**config.mk**
```make
export PLATFORM = sky130hd
export DESIGN_NAME = div_issue_queue
export DESIGN_NICKNAME = d
export VERILOG_FILES = /design/src/rtl/div_issue_queue.sv
export SDC_FILE = /design/constraint.sdc
export NUM_CORES = 1
export LEC_CHECK = 0
export CAP_MARGIN = 20
export CORE_MARGIN = 2
export CORE_UTILIZATION = 35
export CTS_CLUSTER_DIAMETER = 120
export DETAILED_ROUTE_END_ITERATION = 8
export GPL_TIMING_DRIVEN = 1
export SYNTH_ARGS = -nofsm -noshare
export SYNTH_HDL_FRONTEND = slang
export SYNTH_SLANG_ARGS = --single-unit
```
**constraint.sdc**
```tcl
create_clock -name clk -period 3 [get_ports clk]
set_input_delay 0.45 -clock clk [delete_from_list [all_inputs] [get_ports clk]]
set_output_delay 0.45 -clock clk [all_outputs]
set_load 0.02 [all_outputs]
```
**src/rtl/div_issue_queue.sv**
```systemverilog
// div_issue_queue: request FIFO feeding a combinational divider, with a registered result stage.
// Define DIV_ISSUE_DBZ_CNT_EN to add the saturating divide-by-zero counter output err_count.
`default_nettype none

module div_issue_queue #(
  parameter int WIDTH = 8,
  parameter int DEPTH = 4
) (
  input  logic             clk,
  input  logic             rst_n,
  input  logic             in_valid,
  output logic             in_ready,
  input  logic [WIDTH-1:0] in_dividend,
  input  logic [WIDTH-1:0] in_divisor,
  output logic [WIDTH-1:0] div_dividend,
  output logic [WIDTH-1:0] div_divisor,
  input  logic [WIDTH-1:0] div_quotient,
  input  logic [WIDTH-1:0] div_remainder,
  output logic             out_valid,
  input  logic             out_ready,
  output logic [WIDTH-1:0] out_quotient,
  output logic [WIDTH-1:0] out_remainder,
`ifdef DIV_ISSUE_DBZ_CNT_EN
  output logic [15:0]      err_count,
`endif
  output logic             out_dbz
);

  localparam int AW = $clog2(DEPTH);
  localparam logic [AW:0]   CNT_FULL = DEPTH[AW:0];
  localparam logic [AW:0]   CNT_ONE  = 1;
  localparam logic [AW-1:0] PTR_ONE  = 1;

  logic [WIDTH-1:0] mem_dvd_q [DEPTH];
  logic [WIDTH-1:0] mem_dvs_q [DEPTH];

  logic [AW-1:0]    wr_ptr_q, wr_ptr_d;
  logic [AW-1:0]    rd_ptr_q, rd_ptr_d;
  logic [AW:0]      count_q, count_d;
  logic             out_valid_q, out_valid_d;
  logic [WIDTH-1:0] out_quo_q, out_quo_d;
  logic [WIDTH-1:0] out_rem_q, out_rem_d;
  logic             out_dbz_q, out_dbz_d;

  logic push, load, fifo_empty, head_dbz;

  assign fifo_empty = (count_q == '0);
  assign in_ready   = (count_q < CNT_FULL);
  assign push       = in_valid && in_ready;
  // The result register can take a new head whenever it is empty or being drained this cycle.
  assign load       = !fifo_empty && (!out_valid_q || out_ready);

  assign div_dividend = fifo_empty ? '0 : mem_dvd_q[rd_ptr_q];
  assign div_divisor  = fifo_empty ? '0 : mem_dvs_q[rd_ptr_q];
  assign head_dbz     = (div_divisor == '0);

  always_comb begin
    wr_ptr_d    = wr_ptr_q;
    rd_ptr_d    = rd_ptr_q;
    count_d     = count_q;
    out_valid_d = out_valid_q;
    out_quo_d   = out_quo_q;
    out_rem_d   = out_rem_q;
    out_dbz_d   = out_dbz_q;

    if (push) wr_ptr_d = wr_ptr_q + PTR_ONE;
    if (load) rd_ptr_d = rd_ptr_q + PTR_ONE;

    case ({push, load})
      2'b10:   count_d = count_q + CNT_ONE;
      2'b01:   count_d = count_q - CNT_ONE;
      default: count_d = count_q;
    endcase

    if (load) begin
      out_valid_d = 1'b1;
      if (head_dbz) begin
        out_quo_d = '1;
        out_rem_d = div_dividend;
        out_dbz_d = 1'b1;
      end else begin
        out_quo_d = div_quotient;
        out_rem_d = div_remainder;
        out_dbz_d = 1'b0;
      end
    end else if (out_ready) begin
      out_valid_d = 1'b0;
    end
  end

  always_ff @(posedge clk) begin
    if (push) begin
      mem_dvd_q[wr_ptr_q] <= in_dividend;
      mem_dvs_q[wr_ptr_q] <= in_divisor;
    end
  end

  always_ff @(posedge clk or negedge rst_n) begin
    if (!rst_n) begin
      wr_ptr_q    <= '0;
      rd_ptr_q    <= '0;
      count_q     <= '0;
      out_valid_q <= 1'b0;
      out_quo_q   <= '0;
      out_rem_q   <= '0;
      out_dbz_q   <= 1'b0;
    end else begin
      wr_ptr_q    <= wr_ptr_d;
      rd_ptr_q    <= rd_ptr_d;
      count_q     <= count_d;
      out_valid_q <= out_valid_d;
      out_quo_q   <= out_quo_d;
      out_rem_q   <= out_rem_d;
      out_dbz_q   <= out_dbz_d;
    end
  end

  assign out_valid     = out_valid_q;
  assign out_quotient  = out_quo_q;
  assign out_remainder = out_rem_q;
  assign out_dbz       = out_dbz_q;

`ifdef DIV_ISSUE_DBZ_CNT_EN
  logic [15:0] err_cnt_q, err_cnt_d;

  always_comb begin
    err_cnt_d = err_cnt_q;
    if (load && head_dbz && (err_cnt_q != 16'hFFFF)) err_cnt_d = err_cnt_q + 16'd1;
  end

  always_ff @(posedge clk or negedge rst_n) begin
    if (!rst_n) err_cnt_q <= 16'd0;
    else        err_cnt_q <= err_cnt_d;
  end

  assign err_count = err_cnt_q;
`endif

endmodule

`default_nettype wire

```
; Word-level counts from Yosys, hierarchy flattened
; Memory sizes are Yosys's and may differ from the RTL's.
; Index checks and enable logic that the tools add are counted.
[classes]
add_sub_neg = 4
magnitude_cmp = 1
eq_ne = 2
mux = 10
n_reduce_logical = 9
[ops]
columns = cell, count
row1 = two-way mux 8 bit, 4
row2 = logical NOT 8 bit, 1
row3 = one-hot mux 3 bit (2 select lines), 1
row4 = two-way mux 1 bit, 5
row5 = adder 2 x 1 -> 2 bit (second input constant), 2
row6 = nonzero test 2 bit, 2
row7 = adder 3 x 1 -> 3 bit (second input constant), 1
row8 = logical NOT 3 bit, 1
row9 = less-than comparator 3 bit (second input constant), 1
row10 = subtractor 3 x 1 -> 3 bit (second input constant), 1
row11 = == test 2 x 1 -> 1 bit (second input constant), 1
row12 = == test 2 bit (second input constant), 1
row13 = logical AND 1 bit, 2
row14 = logical NOT 1 bit, 2
row15 = logical OR 1 bit, 1
[word_totals]
regBits = 25
ram_bits = 64
in_bits = 36
mem_count = 2
[memory_table]
columns = memory, depth, width, read_ports, rd_ports_with_merged_regs, wr, line
row1 = mem_dvd_q, 4, 8, 1, 0, 1, 34  ; logic [WIDTH-1:0] mem_dvd_q [DEPTH];
row2 = mem_dvs_q, 4, 8, 1, 0, 1, 35  ; logic [WIDTH-1:0] mem_dvs_q [DEPTH];

; Longest topological paths before layout
; Gate-level depths: netlist of the first run.
[logic_depth]
depth_word = 5
ltp_mapped = 11
mapped_depth_nobuf = 9

; Worst setup path before layout of the first run
; No wires, ideal clock.
[synth_timing]
kind = reg-to-reg
start = register count_q[0]
end = register count_q[2]
t_arrival_ps = 2137
required_time_ps = 2920
path_slack_ps = 783
stages_incl_launch_ff = 12
n_path_buf = 2
period_less_slack_ps = 2217
cell_sequence = dfrtp_1 or3_1 clkbuf_1 nand2_1 inv_2 clkbuf_1 ha_1 inv_1 fa_1 xor2_1 nor2_1 xnor2_1
[synth_via]
elab_chain_cells = 5
word_cells_on_any_way = 11
cone_classes = add/sub (2) / order compare (1) / eq/ne (2) / mux (1) / reduce/logical (5)
[synth_rtl]
columns = item, line
row1 = from (decl), 39  ; logic [AW:0] count_q, count_d;
row2 = from (signal assigned), 110  ; count_q <= count_d;
row3 = logical NOT 3 bit *, 47  ; assign fifo_empty = (count_q == '0);
row4 = logical NOT 1 bit *, 51  ; assign load = !fifo_empty && (!out_valid_q || out_ready);
row5 = logical AND 1 bit *, 51
row6 = named net load, 45  ; logic push, load, fifo_empty, head_dbz;
row7 = == test 2 x 1 -> 1 bit or == test 2 bit (tied branches), 69  ; case ({push, load})
row8 = one-hot mux 3 bit (2 select lines) or nonzero test 2 bit (tied branches), --
; The timed path passes the listed nets; every way through them passes the cells marked *.
; A chain may end at the register's enable or synchronous reset.

; Final worst setup path of the first run
[layout_timing]
start = register rd_ptr_q[0]
end = output port div_divisor[7]
[layout_via]
elab_chain_cells = 2
[layout_rtl]
columns = item, line
row1 = from (decl), 38  ; logic [AW-1:0] rd_ptr_q, rd_ptr_d;
row2 = from (signal assigned), 109  ; rd_ptr_q <= rd_ptr_d;
row3 = memory (4 x 8 bit), --
row4 = two-way mux 8 bit, 54  ; assign div_divisor = fifo_empty ? '0 : mem_dvs_q[rd_ptr_q];
row5 = to (decl), 16  ; output logic [WIDTH-1:0] div_divisor,
; Every way passes these cells.

==> summary.txt, run 1 <==
Critical path
  • Reg2Reg Setup Slack: 680 ps
  • Crit path DAT: 2320 ps
  • CP Data Required Time: 2550 ps
  • Critical path startpoint category: flip-flop
  • R2R cell count: 5
  • R2r endpoint: out_remainder[2]
  • Kind of critical path: reg -> out
  • Crit Path Max Fanout: 18
  • Worst Setup End Kind: primary output
  • Reg2reg start: rd_ptr_q[0]

Place
  • Pre-CTS WS: 588.4 ps
  • HPWL after DPL: 5128 microns
  • Placer congestion estimate: 0.7175
  • PortBufs: 70
  • Placed insts: 436

Route
  • Via/cell ratio: 4.770
  • Detailed-route via count: 2156
  • DR WL/cell: 16.88 microns
  • DRC errors left: 0
  • Starting DRT DRC Count: 159
  • WL final: 7631 microns
  • Antenna Nets Post-Route: 0
  • Router iterations before antenna repair: 4

Floorplan
  • I/O pins: 71
  • Num rows: 37
  • Die width: 106.1 microns
  • Die ar.: 0.01126 sq mm
  • Die Height: 106.1 microns
  • CORE AREA: 0.01023 sq mm
  • Initial Util: 35.69%

STA
  • Fin crit share: 92.31%
  • Fmax: 0.3611 GHz
  • WHS: 471.3 ps
  • Max Transition Viols Final: 0
  • Slew HR: 57.50%
  • RSZ-0062 raised after global routing: no
  • Setup violators final: 0
  • Slew @ Worst Pin: 632.8 ps
  • Setup_tns: 0 ps
  • Final hold vios: 0
  • PnR worst setup slack: 230.8 ps
  • Worst Clk Skew: 12.12 ps
  • Min cycle time layout: 2769 ps

GRT
  • Initial antenna violation count: 0
  • First-pass GRT wire length: 11970 microns
  • Gr usage total: 14.17%
  • Number of global-route vias before repair: 2261
  • GRT overflow: 0
  • Pin count of the biggest net entering global routing: 26

Layout
  • Commonest non-fill, non-tap cells in the layout: clkdlybuf4s50_1, edfxtp_1, nor2_1, dfrtp_1, and2_1
  • Layout cells sized above 1: 13.92%
  • Post-Layout Cell Count: 452
  • N_diodes: 0
  • Fill count: 895
  • Final core utilization: 46.62%
  • Commonest non-fill, non-tap cell in the layout: clkdlybuf4s50_1
  • Register area: 0.002547 sq mm
  • Area Overhead vs Synth: 30.64%
  • Fin nets: 353
  • Area of the multi-input gates: 0.001016 sq mm

Run status
  • Outcome: completed

Synthesis
  • Post-synthesis area per instance: 15.74 sq um
  • Distinct cell type count after synthesis: 28
  • Synth Flop Type: edfxtp_1
  • Synth area leaders: edfxtp_1, dfrtp_1, mux4_2
  • #FFs+latches synth: 89
  • Seq/Total Area, Yosys: 69.77%
  • Number of flops mapped to enable cells by yosys: 64
  • Cell taking the most area after synthesis: edfxtp_1
  • Syn. warnings: 0
  • Mapped cell area: 0.003651 sq mm
  • Async S/R FF share, synth: 28.09%
  • Post-Syn Instances: 232
  • Top cell type's share of synthesized area: 52.64%
  • Syn Nets: 274

Clock network
  • Num CTS Buffers: 9
  • CTS tree: done
  • Hold-fix buffers at CTS: 0
  • Clock tree buffer depth: 2
  • Gates resized, CTS repair: 0
  • CTS sink cnt: 89
  • Reg clk slew, reported paths: 90 ps
  • Root buffer cell: clkbuf_8
  • Worst-skew pair later-pin latency: 350 ps
  • Buffer count from post-CTS setup fixing: 0
  • CTS H-tree lvls: 3

Power and ir drop
  • Leakage: 1.656 nW
  • Pwr per Cell Area: 1023 mW/mm^2
  • Max VDD drop: 0.0005126 V

Run
  • Max-Cap Viols: 0

Hold path
  • Type of the tightest min-delay check: in -> async
-- layout make-up --
class / count / share of cell area (%)
clock buffer: 10 / 2.676
clock inverter: 6 / 1.889
inverter: 8 / 0.6296
multi-input combinational: 123 / 21.30
sequential: 89 / 53.41
tap: 136 / 3.568
timing repair buffer: 80 / 16.53
-- synth_stat cells, types with 6 or more instances --
cell / n
a21oi_1: 8
o21ai_1: 9
and2_1: 20
mux4_2: 15
nand2_1: 6
nand3_1: 8
dfrtp_1: 25
inv_1: 7
nor2_1: 25
a31oi_1: 8
clkbuf_1: 7
edfxtp_1: 64
-- state kept, by name, indices dropped and copies added, names as in the netlist --
signal         count
mem_dvd_q         32
mem_dvs_q         32
out_quotient       8
out_remainder      8
count_q            3
rd_ptr_q           2
wr_ptr_q           2
out_dbz            1
out_valid          1
-- power by group --
part | internal [mW] | switching (mW) | leakage, nW | total, mW
logic | 1.05 | 1.20 | 0.687 | 2.25
registers | 1.62 | 0.125 | 0.862 | 1.74
clock network | 0.473 | 0.414 | 0.107 | 0.887
total | 3.14 | 1.74 | 1.66 | 4.88
-- logic make-up after synthesis --
| family | after synthesis | share of synthesized area [%] |
|---|---|---|
| buffers and inverters | 20 | 2.399 |
| multiplexers | 16 | 9.973 |
| XOR/XNOR | 6 | 1.439 |
| adder cells (fa/ha/maj) | 6 | 2.262 |
| AND/OR/NAND/NOR | 67 | 9.938 |
| flip-flops | 89 | 69.77 |
| AO/OA/AOI/OAI | 28 | 4.215 |
-- how the worst max path moves through the flow --
| stage | start | end | slack [ps] |
|---|---|---|---|
| after CTS | rd_ptr_q[0] | div_divisor[7] | 200 |
| after global placement | rd_ptr_q[0] | div_divisor[7] | 600 |
| after detailed placement | rd_ptr_q[0] | div_divisor[7] | 590 |
| after floorplan | count_q[0] | count_q[2] | 780 |
| after global routing | rd_ptr_q[0] | div_divisor[7] | 160 |
| final | rd_ptr_q[0] | div_divisor[7] | 230 |
-- stage by stage --
stage	area (sq um)	power, mW
2_1_floorplan	3651	3.097
3_3_place_gp	4552	4.021
3_5_place_dp	4552	4.052
4_1_cts	4770	4.946
5_1_grt	4770	5.149
6_report	4770	4.877
-- metal layers --
layer / up-vias / global-route usage (%) / wire (microns)
li1: 1014 / - / -
met1: 1060 / 18.91 / 3466
met2: 72 / 23.26 / 3634
met3: 10 / 2.636 / 398
met4: 0 / 5.075 / 131
met5: - / 0 / 0
-- critical path, cell delays in order, from the launching register on --
cell,delay (ps)
dfrtp_1,380
buf_12,200
mux4_1,650
and2_1,200
clkdlybuf4s50_1,530
(Power assumes the default switching activity.)
==> inputs of run 2 (changes only) <==
- CTS_BUF_LIST: unset -> sky130_fd_sc_hd__clkbuf_4 sky130_fd_sc_hd__clkbuf_8
- PLACE_DENSITY_LB_ADDON: unset -> 0.15
==> run 2 against run 1 <==
Effect of this change:
- cell area hardly changed
- largest power group unchanged
- worst setup slack worse by 110 ps
- count of clock-buffer cells in the layout is 1 lower
- total power is 0.11% lower
- clock power is 3.0% higher
==> summary.txt, run 2 (synthesis gave the netlist of run 1 again) <==
STA
  • Fmax: 0.3472 GHz
  • RSZ-0062 raised after global routing: no
  • Worst Clk Skew: 10.36 ps
  • Max Transition Viols Final: 0
  • Fin crit share: 96.00%
  • Final hold vios: 0
  • Setup_tns: 0 ps
  • Slew @ Worst Pin: 594.7 ps
  • Slew HR: 60.27%
  • Min cycle time layout: 2880 ps
  • Setup violators final: 0

Critical path
  • CP Data Required Time: 2550 ps
  • Crit Path Max Fanout: 18
  • R2r endpoint: out_remainder[0]
  • Critical path startpoint category: flip-flop
  • Worst Setup End Kind: primary output
  • Reg2reg start: rd_ptr_q[0]
  • Reg2Reg Setup Slack: 520 ps
  • Crit path DAT: 2430 ps
  • R2R cell count: 5
  • Kind of critical path: reg -> out

Layout
  • Area Overhead vs Synth: 30.71%
  • Layout cells sized above 1: 14.51%
  • Top Registers: mem_dvd_q x32, mem_dvs_q x32
  • N_diodes: 0
  • Commonest non-fill, non-tap cell in the layout: clkdlybuf4s50_1
  • Fin nets: 354
  • Commonest non-fill, non-tap cells in the layout: clkdlybuf4s50_1, edfxtp_1, nor2_1, dfrtp_1, and2_1
  • Final core utilization: 46.64%

Route
  • DR WL/cell: 16.83 microns
  • Via/cell ratio: 4.720
  • Starting DRT DRC Count: 83
  • WL final: 7622 microns
  • DRC errors left: 0
  • Router iterations before antenna repair: 4
  • Detailed-route via count: 2138
  • Antenna Nets Post-Route: 0

Floorplan
  • Num rows: 37
  • Die ar.: 0.01126 sq mm
  • Die Height: 106.1 microns
  • Die width: 106.1 microns
  • Initial Util: 35.69%
  • CORE AREA: 0.01023 sq mm
  • I/O pins: 71

Place
  • PortBufs: 70
  • HPWL after DPL: 5094 microns
  • Placer congestion estimate: 0.7030

GRT
  • Gr usage total: 14.30%
  • Initial antenna violation count: 0
  • GRT overflow: 0
  • Number of global-route vias before repair: 2194
  • First-pass GRT wire length: 11930 microns
  • Pin count of the biggest net entering global routing: 26

Clock network
  • CTS sink cnt: 89
  • Root buffer cell: clkbuf_8
  • Hold-fix buffers at CTS: 0
  • CTS H-tree lvls: 3
  • Buffer count from post-CTS setup fixing: 0
  • Num CTS Buffers: 9
  • Gates resized, CTS repair: 0
  • Worst-skew pair later-pin latency: 350 ps
  • Clock tree buffer depth: 2
  • Reg clk slew, reported paths: 90 ps
  • CTS tree: done

Power and ir drop
  • Pwr per Cell Area: 1021 mW/mm^2
  • Leakage: 1.657 nW
  • Max VDD drop: 0.0003867 V

Run
  • Max-Cap Viols: 0

Hold path
  • Type of the tightest min-delay check: in -> async

Run status
  • Outcome: completed
-- run 2: stage by stage --
stage | instance area (sq um) | worst slack (ps) | std cells | hold slack, ps | power (mW)
after global routing | 4772 | 6.031 | 453 | 476.6 | 5.153
after CTS | 4772 | 73.48 | 453 | 454.3 | 4.947
after global placement | 4547 | 498.0 | 437 | 481.2 | 3.999
after detailed placement | 4547 | 477.0 | 437 | 478.9 | 4.025
after floorplan | 3651 | 782.6 | 232 | 154.4 | 3.097
final | 4772 | 120.0 | 453 | 463.5 | 4.872
-- run 2: cell type report --
type                    count  area (sq um)
fillers                   913          5459
flip-flops and latches     89          2547
multi-input cells         123          1016
repair buffers             81         783.3
well taps                 136         170.2
clock buffers               9         123.9
clock inverters             7         101.3
inverters                   8         30.03
-- run 2: metal layers --
| layer | vias to the layer above | wire length, microns | track usage, % |
|---|---|---|---|
| li1 | 1015 | - | - |
| met1 | 1056 | 3360 | 18.10 |
| met5 | - | 0 | 0 |
| met3 | 7 | 327 | 3.004 |
| met2 | 60 | 3832 | 23.76 |
| met4 | 0 | 102 | 6.203 |
-- run 2: power breakdown --
group	total, mW	leakage [nW]	internal (mW)	switching (mW)
sequential	1.73	0.862	1.62	0.116
clock	0.914	0.107	0.478	0.437
combinational	2.23	0.688	1.03	1.19
-- run 2: worst max-delay path by stage --
stage	from	slack, ps	end
CTS	rd_ptr_q[0]	70	div_divisor[7]
global route	rd_ptr_q[0]	6	div_divisor[7]
global placement	rd_ptr_q[0]	500	div_divisor[7]
floorplan	count_q[0]	780	count_q[2]
finish	rd_ptr_q[0]	120	div_divisor[7]
detailed placement	rd_ptr_q[0]	480	div_divisor[7]
-- run 2: critical path: stages (launching register included) --
cell and delay [ps]:
dfrtp_1 330, buf_4 330, mux4_1 680, and2_1 190
clkdlybuf4s50_1 540
==> inputs of run 3 (changes only) <==
- GPL_ROUTABILITY_DRIVEN: unset -> 0
==> results of run 3 <==
Same layout as run 2: the final DEF is identical, and so are final timing and power.
